<file path="src/rtl/mac_node.sv">
// Serial multiply-accumulate node: N_IN signed pairs in, one saturated result out.
// Optional ReLU on the result when MAC_NODE_RELU_EN is defined.
module mac_node #(
  parameter int WIDTH = 10,
  parameter int N_IN  = 4,
  parameter int FRAC  = 0
) (
  input  logic                    clk,
  input  logic                    rst_n,
  input  logic                    clr,
  input  logic                    in_valid,
  output logic                    in_ready,
  input  logic signed [WIDTH-1:0] in_data,
  input  logic signed [WIDTH-1:0] in_weight,
  output logic                    out_valid,
  input  logic                    out_ready,
  output logic signed [WIDTH-1:0] out_data,
  output logic                    dbg_state
);

  // Handshakes: a transfer happens on a rising edge where valid and ready are both 1;
  // valid never depends combinationally on ready, and held data stays stable until the transfer.

  localparam int CW = $clog2(N_IN);
  localparam int PW = 2 * WIDTH;
  localparam int AW = PW + CW;
  localparam logic signed [AW-1:0] SMAX = $signed({{(AW-WIDTH+1){1'b0}}, {(WIDTH-1){1'b1}}});
  localparam logic signed [AW-1:0] SMIN = $signed({{(AW-WIDTH+1){1'b1}}, {(WIDTH-1){1'b0}}});

  typedef enum logic {ACCUM = 1'b0, DONE = 1'b1} state_t;

  state_t                  state, state_nxt;
  logic signed [AW-1:0]    acc;
  logic [CW-1:0]           cnt;
  logic signed [PW-1:0]    prod;
  logic signed [AW-1:0]    sum;
  logic signed [AW-1:0]    shifted;
  logic signed [WIDTH-1:0] result;
  logic                    accept;
  logic                    last;

  assign in_ready  = (state == ACCUM);
  assign out_valid = (state == DONE);
  assign dbg_state = state;
  assign accept    = in_valid & in_ready;
  assign last      = (cnt == CW'(N_IN - 1));

  always_comb begin
    state_nxt = state;
    case (state)
      ACCUM:   if (accept && last) state_nxt = DONE;
      DONE:    if (out_ready) state_nxt = ACCUM;
      default: state_nxt = ACCUM;
    endcase
    if (clr) state_nxt = ACCUM;
  end

  // Full-precision product; the -2^(W-1) * -2^(W-1) corner fits in 2*WIDTH bits.
  always_comb begin
    prod    = in_data * in_weight;
    sum     = acc + {{CW{prod[PW-1]}}, prod};
    shifted = sum >>> FRAC;
    if (shifted > SMAX)      result = {1'b0, {(WIDTH-1){1'b1}}};
    else if (shifted < SMIN) result = {1'b1, {(WIDTH-1){1'b0}}};
    else                     result = shifted[WIDTH-1:0];
`ifdef MAC_NODE_RELU_EN
    if (result[WIDTH-1]) result = '0;
`endif
  end

  always_ff @(posedge clk or negedge rst_n) begin
    if (!rst_n) begin
      state    <= ACCUM;
      acc      <= '0;
      cnt      <= '0;
      out_data <= '0;
    end else begin
      state <= state_nxt;
      if (clr) begin
        acc <= '0;
        cnt <= '0;
      end else if (accept) begin
        if (last) begin
          acc      <= '0;
          cnt      <= '0;
          out_data <= result;
        end else begin
          acc <= sum;
          cnt <= cnt + 1'b1;
        end
      end else if (out_valid && out_ready) begin
        acc <= '0;
        cnt <= '0;
      end
    end
  end

endmodule

</file>
<file path="config.mk">
export PLATFORM = sky130hd
export DESIGN_NAME = mac_node
export DESIGN_NICKNAME = d
export VERILOG_FILES = /design/src/rtl/mac_node.sv
export SDC_FILE = /design/constraint.sdc
export NUM_CORES = 1
export LEC_CHECK = 0
export BUFFER_PORTS_ARGS = -buffer_cell sky130_fd_sc_hd__buf_2
export CORE_ASPECT_RATIO = 1.2
export CORE_MARGIN = 2
export CORE_UTILIZATION = 50
export DETAILED_ROUTE_END_ITERATION = 6
export GPL_TIMING_DRIVEN = 0
export PLACE_DENSITY = 0.67
export REMOVE_ABC_BUFFERS = 1
export SETUP_SLACK_MARGIN = 0.5
export SLEW_MARGIN = 5
export SYNTH_ARGS = -nofsm -noshare
export SYNTH_HDL_FRONTEND = slang
export SYNTH_SLANG_ARGS = --single-unit
export TNS_END_PERCENT = 50
</file>
<file path="constraint.sdc">
create_clock -name clk -period 4.09 [get_ports clk]
set_input_delay 0.6135 -clock clk [delete_from_list [all_inputs] [get_ports clk]]
set_output_delay 0.6135 -clock clk [all_outputs]
set_load 0.02 [all_outputs]
</file>
==> impl_summary.md <==
Status
The flow ran to the end, but the final reports show violations. The checks that failed: negative setup slack.

Timing
The setup skew after layout is ~0.0032 ns. For the pin with the worst max-slew slack, the measured transition is 0.917 ns. The fmax is 143 MHz. Measured against its own limit, the worst slew margin works out to 0.386. The fraction of the cycle the final worst path needs is 1.71. Across all setup checks in the final design, the least slack found is -2.92 ns. The final number of hold-violating endpoints is 0. After layout, the minimum clock period comes to 7.01 ns.

The setup violation total in the final timing report is 28. Setup repair after global routing could not meet its margin everywhere. The final count of pins violating max slew came to 0.

Detailed routing
After detailed routing, the number of remaining DRC violations is 0. The aggregate routed wire length is ~16000 um. The count of nets left with antenna violations after detail routing is 0. The average vias per placed instance is around 5.7. The per-cell routed wire length is approximately 17 um. Summing over every cut layer, the via total after detailed routing is 5571. The first detailed-routing pass took 5 iterations.

In this run, the number of DRC markers left after iteration 0 of detailed routing was between 300 and 400.

Cells and area
Of the cells placed in the final design, the portion with a size suffix greater than 1 is 0.276. The signed area change from the synthesized netlist to the final layout is 26.8%. The layout has about 1000 filler cells. The count of antenna diodes in the layout is 0. At the end of the flow, the number of nets in the layout was 1005. Leaving out filler cells and counting taps, the final layout contains between 900 and 1000.

Worst setup path
The required time at the worst-slack endpoint is between 4 and 5 ns. The critical path crosses 27 cells after its start point. The origin of the worst setup path is in_weight[2]. The critical path is of the primary input to flip-flop type. The reg2reg setup slack is 0.77 ns. The critical path's slowest cell is sky130_fd_sc_hd__fa_1. The peak per-stage delay on the critical path is between 0.5 and 0.6 ns. The worst setup path is launched from a primary input. The most critical setup path has its endpoint at out_data[2]. The worst register-to-register path begins at acc[0].

The worst register-to-register path ends at out_data[2]. The worst reg2reg path depth is 12. The cell that appears most often on the critical path is sky130_fd_sc_hd__fa_1. STA classifies the critical path endpoint as a flip-flop. The data arrival at the endpoint of the critical path is 7.15 ns. The kind of cell with the highest combined delay along the critical path is adder cells. The number of buffer and inverter instances along the worst setup path is 5. The maximum fanout along the worst path is 8.

Floorplanning
The total area inside the core boundary comes to approximately 0.013 mm^2. The count of pins on the block boundary is 38. The total die area is 0.0143 mm^2. The horizontal die dimension is approximately 110 um. After floorplanning, the core was divided into 46 placement rows. The height of the die is between 100 and 150 um. The initial standard-cell utilization of the core is 0.509.

CTS
The clock network latency to the later pin of the worst-skew pair is approximately 0.27 ns. The total of hold buffers inserted after clock tree synthesis is 0. The tree is rooted in a sky130_fd_sc_hd__clkbuf_16. The clock tree synthesis step divided the H-tree into 2 levels.

The clock passes through at most 2 buffers. The clock tree from TritonCTS is built. The clock slew at the register clock pins of the worst setup and hold paths is around 0.05 ns.

Counting every sink on the clock net gives 35. TritonCTS created 5 clock buffers.

Synth
The share of the synthesized area in the top cell type is 0.276. The share of flip-flops with an asynchronous set or reset after synthesis is 1.00. Sorting the synthesized cells by area gives the leading types as sky130_fd_sc_hd__fa_1 28%, sky130_fd_sc_hd__ha_1 14%, sky130_fd_sc_hd__dfrtp_1 13%. The mean cell area of the mapped netlist is between 8 and 9 um^2. The area of the mapped netlist is between 0.006 and 0.007 mm^2.

The register area share after synthesis is 0.131. The number of distinct library cells after synthesis is a little over 70. The most instantiated library cell after synthesis is sky130_fd_sc_hd__inv_1. Ranked by instance count, the synthesized netlist is headed by 123 x sky130_fd_sc_hd__inv_1, 92 x sky130_fd_sc_hd__fa_1, 81 x sky130_fd_sc_hd__nand2_1, 73 x sky130_fd_sc_hd__ha_1, 48 x sky130_fd_sc_hd__and2_1. During synthesis, Yosys emitted a total of 0 warnings. The most instantiated flip-flop cell in the synthesis netlist is sky130_fd_sc_hd__dfrtp_1. Of all cell types, the one taking the most synthesized area is sky130_fd_sc_hd__fa_1. Counting flops with a built-in enable in the synthesized netlist gives 0. Synthesis produced a netlist whose cell count is between 700 and 800.

The synthesized flop and latch total is 35.

Global route
The first global-routing pass estimated 25600 um of wire. The number of antenna violations at the first check in global routing came to 0. The fraction of met3 tracks used by global routing is 0.0268. For this run, global-route usage on met1 was measured as 0.270.

In the global route stage, met2 resource usage came out at 0.417. The global router's overall resource usage is 0.223. The via count of the first global-routing pass is around 5600. Summed over all layers, the global routing overflow is 0.

The maximum number of pins on one net before global-route repair is 36. The layer flagged by global routing as most heavily used is met2.

Placement
Port buffering added 37 buffers. Detailed placement ended at an HPWL of 11800 um. Counting tap cells, the placed design contains a total of between 900 and 1000 instances.

Routability-driven placement finished with a final weighted congestion of 0.831.

Run
Max-cap violations in this run came to 0.

Hold path
The worst hold path belongs to the class primary input to async pin.
## per-layer routing
| metal | wire [um] | part of all wire |
|---|---|---|
| met1 | 6420 | 0.39 |
| met3 | 590 | 0.036 |
| met2 | 8950 | 0.55 |
| met4 | 294 | 0.018 |
| met5 | 0 | 0 |
## logic make-up after synthesis
kind of cell	share of synthesized area
buffers and inverters	0.0880
DFF	0.131
AOI/OAI and AO/OA	0.152
and+or+nand+nor	0.166
adders and majority gates	0.412
xor gates and xnor gates	0.0509
## per-stage QoR
step	hold WS, ns	setup TNS [ns]	utilization	setup WS, ns	cell area [um^2]
2_1_floorplan	0.318	-58.52	-	-3.18	6560
3_3_place_gp	0.464	-80.03	0.530	-4.24	6950
3_5_place_dp	0.484	-83.86	0.531	-4.48	6970
4_1_cts	0.454	-52.99	0.609	-2.77	7990
5_1_grt	0.479	-60.52	0.646	-3.09	8470
6_report	0.417	-55.73	0.646	-2.92	8470
## final cells by class
type,count,area (um^2),area share
Sequential cell,35,876,0.103
Timing Repair Buffer,87,815,0.0961
Multi-Input combinational cell,562,5940,0.701
Tap cell,168,210,0.0248
Clock buffer,8,156,0.0185
Inverter,124,473,0.0558
## flip-flops by register name, summed over array words and instances, names as in the netlist
register   cells
acc           22
out_data      10
cnt            2
dbg_state      1
## how the worst min path moves through the flow
stage,startpoint,end,slack [ns]
after global routing,rst_n,acc[19],0.48
after floorplan,rst_n,acc[0],0.32
after CTS,rst_n,acc[18],0.45
final,rst_n,acc[20],0.42
after detailed placement,out_data[9],out_data[9],0.48
after global placement,out_data[9],out_data[9],0.46
## what timing repair did
item | 4_1_cts | 5_1_grt
pin swaps | 70 | 59
endpoints found under the setup margin | 28 | 28
resized for setup | 136 | 79
setup buffers | 34 | 14
gates cloned | 1 | 1
## layout by cell type, fill, tap and decap left out, types with 8 or more instances in the layout
cell | Yosys | layout
sky130_fd_sc_hd__a21oi_2 | 1 | 10
sky130_fd_sc_hd__buf_2 | 0 | 18
sky130_fd_sc_hd__o21ai_0 | 24 | 13
sky130_fd_sc_hd__a21oi_1 | 36 | 18
sky130_fd_sc_hd__ha_4 | 0 | 20
sky130_fd_sc_hd__a22o_1 | 14 | 14
sky130_fd_sc_hd__nand4_1 | 10 | 10
sky130_fd_sc_hd__a21oi_4 | 0 | 9
sky130_fd_sc_hd__buf_12 | 0 | 10
sky130_fd_sc_hd__nand2b_1 | 9 | 9
sky130_fd_sc_hd__and2_4 | 0 | 8
sky130_fd_sc_hd__xnor2_1 | 28 | 23
sky130_fd_sc_hd__buf_6 | 1 | 11
sky130_fd_sc_hd__buf_4 | 4 | 43
sky130_fd_sc_hd__nor2_1 | 30 | 26
sky130_fd_sc_hd__inv_1 | 123 | 111
sky130_fd_sc_hd__a21o_1 | 11 | 11
sky130_fd_sc_hd__a31oi_1 | 11 | 9
sky130_fd_sc_hd__dfrtp_1 | 35 | 35
sky130_fd_sc_hd__inv_2 | 0 | 11
sky130_fd_sc_hd__ha_1 | 73 | 50
sky130_fd_sc_hd__nand2_1 | 81 | 74
sky130_fd_sc_hd__fa_1 | 92 | 86
sky130_fd_sc_hd__and2_1 | 48 | 40
Power is left out: the tool's default activity adds up to more than one toggle a clock period on the data nets, which glitch-free logic cannot reach.
